[config.mk]
export PLATFORM = sky130hd
export DESIGN_NAME = bec_load_sequencer
export DESIGN_NICKNAME = d
export VERILOG_FILES = /design/src/rtl/bec_load_sequencer.sv
export SDC_FILE = /design/constraint.sdc
export NUM_CORES = 1
export LEC_CHECK = 0
export ABC_AREA = 1
export CORE_ASPECT_RATIO = 0.5
export CORE_MARGIN = 2
export CORE_UTILIZATION = 30
export CTS_CLUSTER_DIAMETER = 50
export DETAILED_ROUTE_END_ITERATION = 16
export PLACE_DENSITY = 0.56
export SYNTH_ARGS = -nofsm -noshare
export SYNTH_HDL_FRONTEND = slang
export SYNTH_SLANG_ARGS = --single-unit
[constraint.sdc]
create_clock -name wb_clk_i -period 1.7 [get_ports wb_clk_i]
set_input_delay 0.255 -clock wb_clk_i [delete_from_list [all_inputs] [get_ports wb_clk_i]]
set_output_delay 0.255 -clock wb_clk_i [all_outputs]
set_load 0.02 [all_outputs]
[src/rtl/bec_load_sequencer.sv]
// bec_load_sequencer: assembles 163-bit operands from a 32-bit word stream, pushes them to a BEC core, streams the key and returns the result
module bec_load_sequencer #(
    parameter int WORDS = 6
) (
    input  logic         wb_clk_i,
    input  logic         wb_rst_i,
    input  logic         start,
    input  logic         abort,
    input  logic         in_valid,
    input  logic [31:0]  in_data,
    output logic         in_ready,
    output logic         out_valid,
    output logic [31:0]  out_data,
    input  logic         out_ready,
    output logic         busy,
    output logic         done,
    output logic [2:0]   state_o,
    output logic         master_ena_proc,
    output logic         load_data,
    output logic [2:0]   load_status,
    output logic [162:0] data_out,
    output logic         trigLoad,
    output logic         ki,
    input  logic         next_key,
    input  logic         slv_done,
    input  logic [162:0] data_in
);
    typedef enum logic [2:0] {IDLE = 3'd0, LOAD = 3'd1, PUSH = 3'd2, PROC = 3'd3, READ = 3'd4, DONE = 3'd5} state_t;
    localparam logic [2:0] LAST = 3'(WORDS - 1);
    localparam int AW = 32 * WORDS;
    state_t r_state, w_state_nx;
    logic [2:0] r_op_idx, r_word_idx, r_k, r_load_status;
    logic [162:0] r_asm, r_key, r_result, w_asm_nx;
    logic [AW-1:0] w_res_ext;
    logic w_abort, w_in_fire, w_out_fire;
    assign w_abort = abort && r_state != IDLE;
    assign w_in_fire = in_valid && r_state == LOAD && !abort;
    assign w_out_fire = out_ready && r_state == READ && !abort;
    assign w_res_ext = AW'(r_result);
    assign busy = r_state != IDLE;
    assign state_o = r_state;
    genvar g;
    generate
        for (g = 0; g < 163; g++) begin : g_asm
            assign w_asm_nx[g] = (r_word_idx == 3'(g / 32)) ? in_data[g % 32] : r_asm[g];
        end
    endgenerate
    // state register
    always_ff @(posedge wb_clk_i) begin
        r_state <= wb_rst_i ? IDLE : w_state_nx;
    end
    // next-state and per-state outputs; abort overrides every transition
    always_comb begin
        w_state_nx      = r_state;
        in_ready        = 1'b0;
        out_valid       = 1'b0;
        out_data        = 32'd0;
        done            = 1'b0;
        master_ena_proc = 1'b0;
        ki              = 1'b0;
        trigLoad        = 1'b0;
        load_data       = 1'b0;
        load_status     = r_load_status;
        data_out        = 163'd0;
        case (r_state)
            IDLE: w_state_nx = start ? LOAD : IDLE;
            LOAD: begin
                in_ready = 1'b1;
                if (w_in_fire && r_word_idx == LAST)
                    w_state_nx = (r_op_idx <= 3'd5) ? PUSH : PROC;
            end
            PUSH: begin
                trigLoad    = 1'b1;
                load_data   = 1'b1;
                load_status = r_op_idx;
                data_out    = r_asm;
                w_state_nx  = LOAD;
            end
            PROC: begin
                master_ena_proc = 1'b1;
                ki              = r_key[0];
                w_state_nx      = slv_done ? READ : PROC;
            end
            READ: begin
                out_valid = 1'b1;
                out_data  = w_res_ext[{r_k, 5'b0} +: 32];
                if (w_out_fire && r_k == LAST)
                    w_state_nx = DONE;
            end
            DONE: begin
                done       = 1'b1;
                w_state_nx = IDLE;
            end
            default: w_state_nx = IDLE;
        endcase
        if (w_abort)
            w_state_nx = IDLE;
    end
    // counters, operand assembly, key shifter and result capture
    always_ff @(posedge wb_clk_i) begin
        if (wb_rst_i) begin
            r_op_idx      <= 3'd0;
            r_word_idx    <= 3'd0;
            r_k           <= 3'd0;
            r_asm         <= 163'd0;
            r_key         <= 163'd0;
            r_result      <= 163'd0;
            r_load_status <= 3'd0;
        end else if (w_abort) begin
            r_op_idx   <= 3'd0;
            r_word_idx <= 3'd0;
            r_k        <= 3'd0;
            r_asm      <= 163'd0;
            r_key      <= 163'd0;
        end else begin
            if (r_state == IDLE && start) begin
                r_op_idx   <= 3'd0;
                r_word_idx <= 3'd0;
                r_k        <= 3'd0;
            end
            if (w_in_fire) begin
                r_asm      <= w_asm_nx;
                r_word_idx <= (r_word_idx == LAST) ? 3'd0 : r_word_idx + 3'd1;
                if (r_word_idx == LAST && r_op_idx > 3'd5)
                    r_key <= w_asm_nx;
            end
            if (r_state == PUSH) begin
                r_load_status <= r_op_idx;
                r_op_idx      <= r_op_idx + 3'd1;
            end
            if (r_state == PROC) begin
                if (slv_done)
                    r_result <= data_in;
                else if (next_key)
                    r_key <= r_key >> 1;
            end
            if (w_out_fire)
                r_k <= (r_k == LAST) ? 3'd0 : r_k + 3'd1;
        end
    end
endmodule

==> results of run 1 <==
per-stage QoR:
step	area, um2	setup TNS [ns]	hold WS [ns]	setup WS (ns)
global placement	31300	-171.69	0.446	-0.566
global route	34600	-245.64	0.213	-0.751
finish	34600	-172.95	0.216	-0.659
floorplan	24100	-17.48	0.420	-0.139
detailed placement	31300	-180.40	0.450	-0.587
CTS	33300	-178.99	0.193	-0.721
worst max path at each step:
| stage | start | endpoint | slack [ns] | depth (start not counted) |
|---|---|---|---|---|
| 3_5_place_dp | r_k[1] | out_data[14] | -0.59 | 7 |
| 3_3_place_gp | r_k[1] | out_data[14] | -0.57 | 7 |
| 4_1_cts | state_o[1] | data_out[36] | -0.72 | 7 |
| 2_1_floorplan | state_o[1] | data_out[10] | -0.14 | 6 |
| 5_1_grt | r_k[0] | out_data[7] | -0.75 | 10 |
| 6_report | r_k[0] | out_data[5] | -0.66 | 10 |
metal layers:
metal  share of wire  vias to the layer above  track usage
li1                -                    12700            -
met1            0.42                    11900        0.274
met2            0.48                      722        0.378
met3           0.058                      157       0.0357
met4           0.039                        2       0.0856
met5         0.00014                        -            0
worst max-delay path, delay by kind of cell, from the launching register on:
family	cells	cell delay (ns)
simple gates	3	0.30
flops	1	0.33
compound gates	2	0.19
buf+inv	5	0.65
power groups by stage:
stage	logic, uW	registers [uW]	clock network, uW
2_1_floorplan	2460	12600	0
6_report	5270	12400	11900
5_1_grt	5720	12500	12600
4_1_cts	4700	12400	12100
3_5_place_dp	4690	12700	0
3_3_place_gp	4660	12700	0
layout make-up:
class | count | area share
Multi-Input combinational cell | 2535 | 0.358
Sequential cell | 504 | 0.292
Timing Repair Buffer | 737 | 0.230
Clock buffer | 78 | 0.0446
Tap cell | 1036 | 0.0375
Inverter | 289 | 0.0320
Clock inverter | 16 | 0.00539
Antenna cell | 5 | 0.000362
state kept, by name, indices dropped and copies added, names as in the netlist:
register / count
r_k: 3
r_key: 163
r_op_idx: 3
state_o: 3
r_asm: 163
r_load_status: 3
r_word_idx: 3
r_result: 163
placed cells by master (no fill, tap or decap), types with 8 or more instances in the layout:
cell type / netlist / layout
nand2_1: 749 / 729
dfxtp_1: 504 / 499
nor2_1: 574 / 452
o21ai_0: 453 / 426
a21oi_1: 402 / 369
buf_4: 1 / 297
inv_1: 280 / 273
clkdlybuf4s50_1: 0 / 204
nand3_1: 185 / 183
buf_6: 0 / 117
o21ai_1: 83 / 106
nor2_4: 0 / 89
buf_12: 0 / 89
clkbuf_16: 0 / 60
nor2_2: 2 / 35
a21oi_2: 0 / 32
a22oi_2: 0 / 30
nand4_1: 29 / 29
nand2_2: 1 / 17
clkbuf_1: 175 / 14
inv_2: 8 / 10
clkbuf_8: 0 / 10
buf_16: 0 / 8
logic make-up after synthesis:
family | synth area share
AOI/OAI and AO/OA | 0.213
xor gates and xnor gates | 0.000371
adders and majority gates | 0.00159
buffers and inverters | 0.0977
DFF | 0.427
and+or+nand+nor | 0.260
repair_timing:
item,4_1_cts,5_1_grt
gates resized for setup,829,548
gates cloned,8,9
buffers inserted,12,25
pin swaps,14,30
setup endpoints to repair,682,705
==> out/results.ini, run 1 <==
[synthesis]
synth_nets = 3825
syn-cell-area_mm2 = 0.0236
yosysSeqAreaShare = 0.427
yosys_most_used_dff = dfxtp_1
yosysWarningCount = 0
synth_area_leaders = dfxtp_1, nand2_1, o21ai_0
synth_edf_count = 0
yosys.area.top_type = dfxtp_1
yosys-top-cells-count = nand2_1, nor2_1, dfxtp_1, o21ai_0, a21oi_1
synth_top_cell_area_share = 0.427
ys_types = 27
synth.most_common_cell = nand2_1
async_flop_share = 0
syn-instance-count = 3619
ys_ff_latch = 504
avgSynthCellArea_um2 = 6.53

[global_route]
grt_pass1_wl_um = 139000
globalRouteOverflowTotal = 0
grt_pass1_vias = 23500
grt_max_degree = 132
antenna_found_initial = 12
track_usage = 0.219

[critical_path]
r2r_slack_ns = -0.23
crit_required_ns = 1.44
cp_max_fo = 5
max_stage_delay_ns = 0.33
worstPathCellList = buf_6 -> nor2_4 -> buf_6 -> buf_8 -> buf_12 -> a22oi_2 -> nand2_1 -> nand2_1 -> a21oi_2 -> buf_4
worstReg2RegStart = r_word_idx[0]
end_kind = primary output
path_class = reg2out
crit_path_start_kind = flop
rr_endpoint = state_o[0]
worstRegToRegCells = 8
cp.arrival_ns = 2.10
cp_slowest_cell = dfxtp_2

[place]
gp_congestion = 0.866
place_inst = 5050
port_buffers = 411
dp_hpwl_um = 64200

[floorplanning]
core_region_area_mm2 = 0.0777
dieHeight_um = 202
num_rows = 72
initial_core_util = 0.304
io_pins = 412
die_area_mm2 = 0.0811
die_w_um = 401

[drt]
first_iter_violations = 2126
drc_errors = 0
wl_um = 93700
wl_per_cell_um = 18.0
ant_nets = 0
via_count = 25500
post_drt_via_cell_ratio = 4.91
dr.pass1.iters = 6

[timing]
hold_viol = 0
slew_headroom = 0.585
worst_pin_slew_ns = 0.623
period_needed_ns = 2.36
setup_viol = 678
timing.final.crit_share = 1.39
setup_slack_ns = -0.659
rsz0062_at_grt = yes
fin_skew_ns = 0.0333
slew_violations = 0
max_freq_ghz = 0.424

[clock_tree]
cts-root-buf = clkbuf_16
ctsHoldBuffers = 0
clock_sinks = 504
tritoncts = built
clock_path_buffers = 3
clk_pin_slew_ns = 0.07
htree_levels = 2
worst_skew_pair.late_latency_ns = 0.64
cts_made_buffers = 52

[run]
maxCapViolations = 0

[pwr]
switchingPower_uw = 8600
p_leak_uw = 0.0141
swShare = 0.291
finalPower_uw = 29600
ir_drop_mv = 0.767
seqPwrFrac = 0.420
clockPowerShare = 0.402
power.density_mw_per_mm2 = 855
combPwrFrac = 0.178
p_int_uw = 21000

[worst_hold_path]
worstHoldStart = wb_rst_i
hold_class = in2reg
worstHoldPathCells = 6
whs_endpoint = r_asm[128]

[finish]
multi_input_area_mm2 = 0.0124
area_delta_synth_final_pct = 46.3
fillerInstances = 7874
seq_area_mm2 = 0.0101
postLayoutCoreUtil = 0.445
drive_gt1_frac = 0.204
fin_nets = 4325
instances_no_fill = 5200

[status]
violations = setup timing
outcome = finished, violations left

Note: power is estimated with default switching activity, not from simulation.
==> inputs of run 2 (changes only) <==
--- a/config.mk
+++ b/config.mk
@@ -12,6 +12,8 @@
 export CTS_CLUSTER_DIAMETER = 50
 export DETAILED_ROUTE_END_ITERATION = 16
 export PLACE_DENSITY = 0.56
+export REMOVE_ABC_BUFFERS = 1
+export SETUP_SLACK_MARGIN = 0.05
 export SYNTH_ARGS = -nofsm -noshare
 export SYNTH_HDL_FRONTEND = slang
 export SYNTH_SLANG_ARGS = --single-unit
==> constraint.sdc (replaced) <==
create_clock -name wb_clk_i -period 1.7 [get_ports wb_clk_i]
set_input_delay 0.17 -clock wb_clk_i [delete_from_list [all_inputs] [get_ports wb_clk_i]]
set_output_delay 0.17 -clock wb_clk_i [all_outputs]
set_load 0.02 [all_outputs]
==> out/results.ini, run 2 (synthesis results as in run 1) <==
[critical_path]
crit_path_start_kind = flop
cp_max_fo = 10  ; +5
worstRegToRegCells = 11  ; +3
path_class = reg2out
crit_required_ns = 1.53  ; +0.09 ns
cp.arrival_ns = 2.08  ; -0.02 ns
end_kind = primary output

[clock_tree]
ctsHoldBuffers = 0  ; unchanged
worst_skew_pair.late_latency_ns = 0.61  ; -0.03 ns
clock_sinks = 504  ; unchanged
tritoncts = built
cts_made_buffers = 50  ; -3.8%
htree_levels = 2  ; unchanged
cts-root-buf = clkbuf_16
clk_pin_slew_ns = 0.07  ; about the same
clock_path_buffers = 3  ; unchanged

[finish]
layout_commonest_cell = nand2_1
mostFrequentLayoutCells = nand2_1, dfxtp_1, nor2_1
reg.largest.list = r_asm x163, r_key x163, r_result x163
area_delta_synth_final_pct = 42.5
drive_gt1_frac = 0.184  ; -0.0196
design_area_mm2 = 0.0337  ; -2.6%
fin_nets = 4250  ; -1.7%

[drt]
post_drt_via_cell_ratio = 4.82  ; -1.8%
wl_per_cell_um = 16.9  ; -6.3%
dr.pass1.iters = 5  ; -1
ant_nets = 0  ; unchanged
wl_um = 86600  ; -7.6%
drc_errors = 0  ; unchanged
via_count = 24700  ; -3.1%
first_iter_violations = 1859  ; -13%

[global_route]
grt_max_degree = 132  ; unchanged
globalRouteOverflowTotal = 0  ; unchanged
antenna_found_initial = 14  ; +2
track_usage = 0.198  ; -0.0213
grt_pass1_vias = 23200  ; -1.6%
grt_pass1_wl_um = 130000  ; -6.2%

[worst_hold_path]
worstHoldPathCells = 3  ; -3
hold_class = in2reg

[floorplanning]
initial_core_util = 0.304  ; unchanged
core_region_area_mm2 = 0.0777  ; unchanged
die_w_um = 401  ; unchanged
num_rows = 72  ; unchanged
io_pins = 412  ; unchanged
dieHeight_um = 202  ; unchanged
die_area_mm2 = 0.0811  ; unchanged

[pwr]
p_leak_uw = 0.0138  ; -2.7%
ir_drop_mv = 0.637  ; -17%
power.density_mw_per_mm2 = 847  ; -1.0%

[place]
dpl-instance-area_mm2 = 0.0303  ; -3.2%
port_buffers = 411  ; unchanged
dp_hpwl_um = 56800  ; -12%
gp_congestion = 0.821  ; -5.2%

[timing]
period_needed_ns = 2.25  ; -0.107 ns
hold_viol = 0  ; unchanged
setup_tns_ns = -109.21  ; +63.74 ns
worst_pin_slew_ns = 0.606  ; -0.0171 ns
timing.final.crit_share = 1.32  ; -0.0631
max_freq_ghz = 0.444  ; +4.8%
fin_skew_ns = 0.0342  ; +0.000844 ns
setup_slack_ns = -0.552  ; +0.107 ns
slew_headroom = 0.596  ; +0.0114
slew_violations = 0  ; unchanged
setup_viol = 589  ; -13%
rsz0062_at_grt = yes

[run]
maxCapViolations = 0  ; unchanged

[status]
outcome = finished, violations left
violations = setup timing

[run 2: cell type report]
class | instances | area, um2
clock inverter | 13 | 144
antenna | 13 | 32.5
timing repair buffer | 664 | 7260
inverter | 289 | 1110
tap | 1036 | 1300
clock buffer | 76 | 1460
sequential | 504 | 10100
fill | 7964 | 44000
multi-input combinational | 2535 | 12300
[run 2: final timing paths]
kind | from | to | slack, ns
min reg2reg | r_result[8] | r_result[8] | 0.45
max reg2reg | state_o[0] | r_asm[15] | -0.18
max | state_o[2] | data_out[78] | -0.55
min | data_in[156] | r_result[156] | 0.16
[run 2: timing repair]
action	4_1_cts	5_1_grt
setup endpoints to repair	702	712
buffers inserted	8	23
pin swaps	7	56
gates resized for setup	960	452
endpoints found under the hold margin	0	0
cloned	4	17
[run 2: metrics by stage]
stage	instances	total power (uW)	util	hold WS [ns]	setup slack (ns)
2_1_floorplan	3328	14800	-	0.239	-14.31
3_3_place_gp	4978	17000	0.390	0.439	-0.400
3_5_place_dp	4978	17000	0.390	0.445	-0.384
4_1_cts	5078	28200	0.410	0.126	-0.526
5_1_grt	5130	29800	0.434	0.134	-0.627
6_report	5130	28500	0.434	0.155	-0.552
[run 2: report_power, final]
| part | switching, uW | internal [uW] |
|---|---|---|
| Clock | 5030 | 6100 |
| Combinational | 2960 | 2000 |
| Sequential | 191 | 12200 |
[run 2: layer usage]
| layer | vias to the layer above | GRT usage | share of wire |
|---|---|---|---|
| met5 | - | 0 | 0.00015 |
| met4 | 2 | 0.0642 | 0.030 |
| met3 | 133 | 0.0264 | 0.040 |
| met2 | 526 | 0.348 | 0.49 |
| met1 | 11500 | 0.250 | 0.44 |
| li1 | 12600 | - | - |
[run 2: critical path: stages (launching register included)]
cell,delay (ns)
dfxtp_2,0.33
nor3_2,0.20
buf_4,0.17
inv_8,0.08
buf_12,0.16
buf_12,0.13
buf_6,0.14
nor2_1,0.10
buf_4,0.16
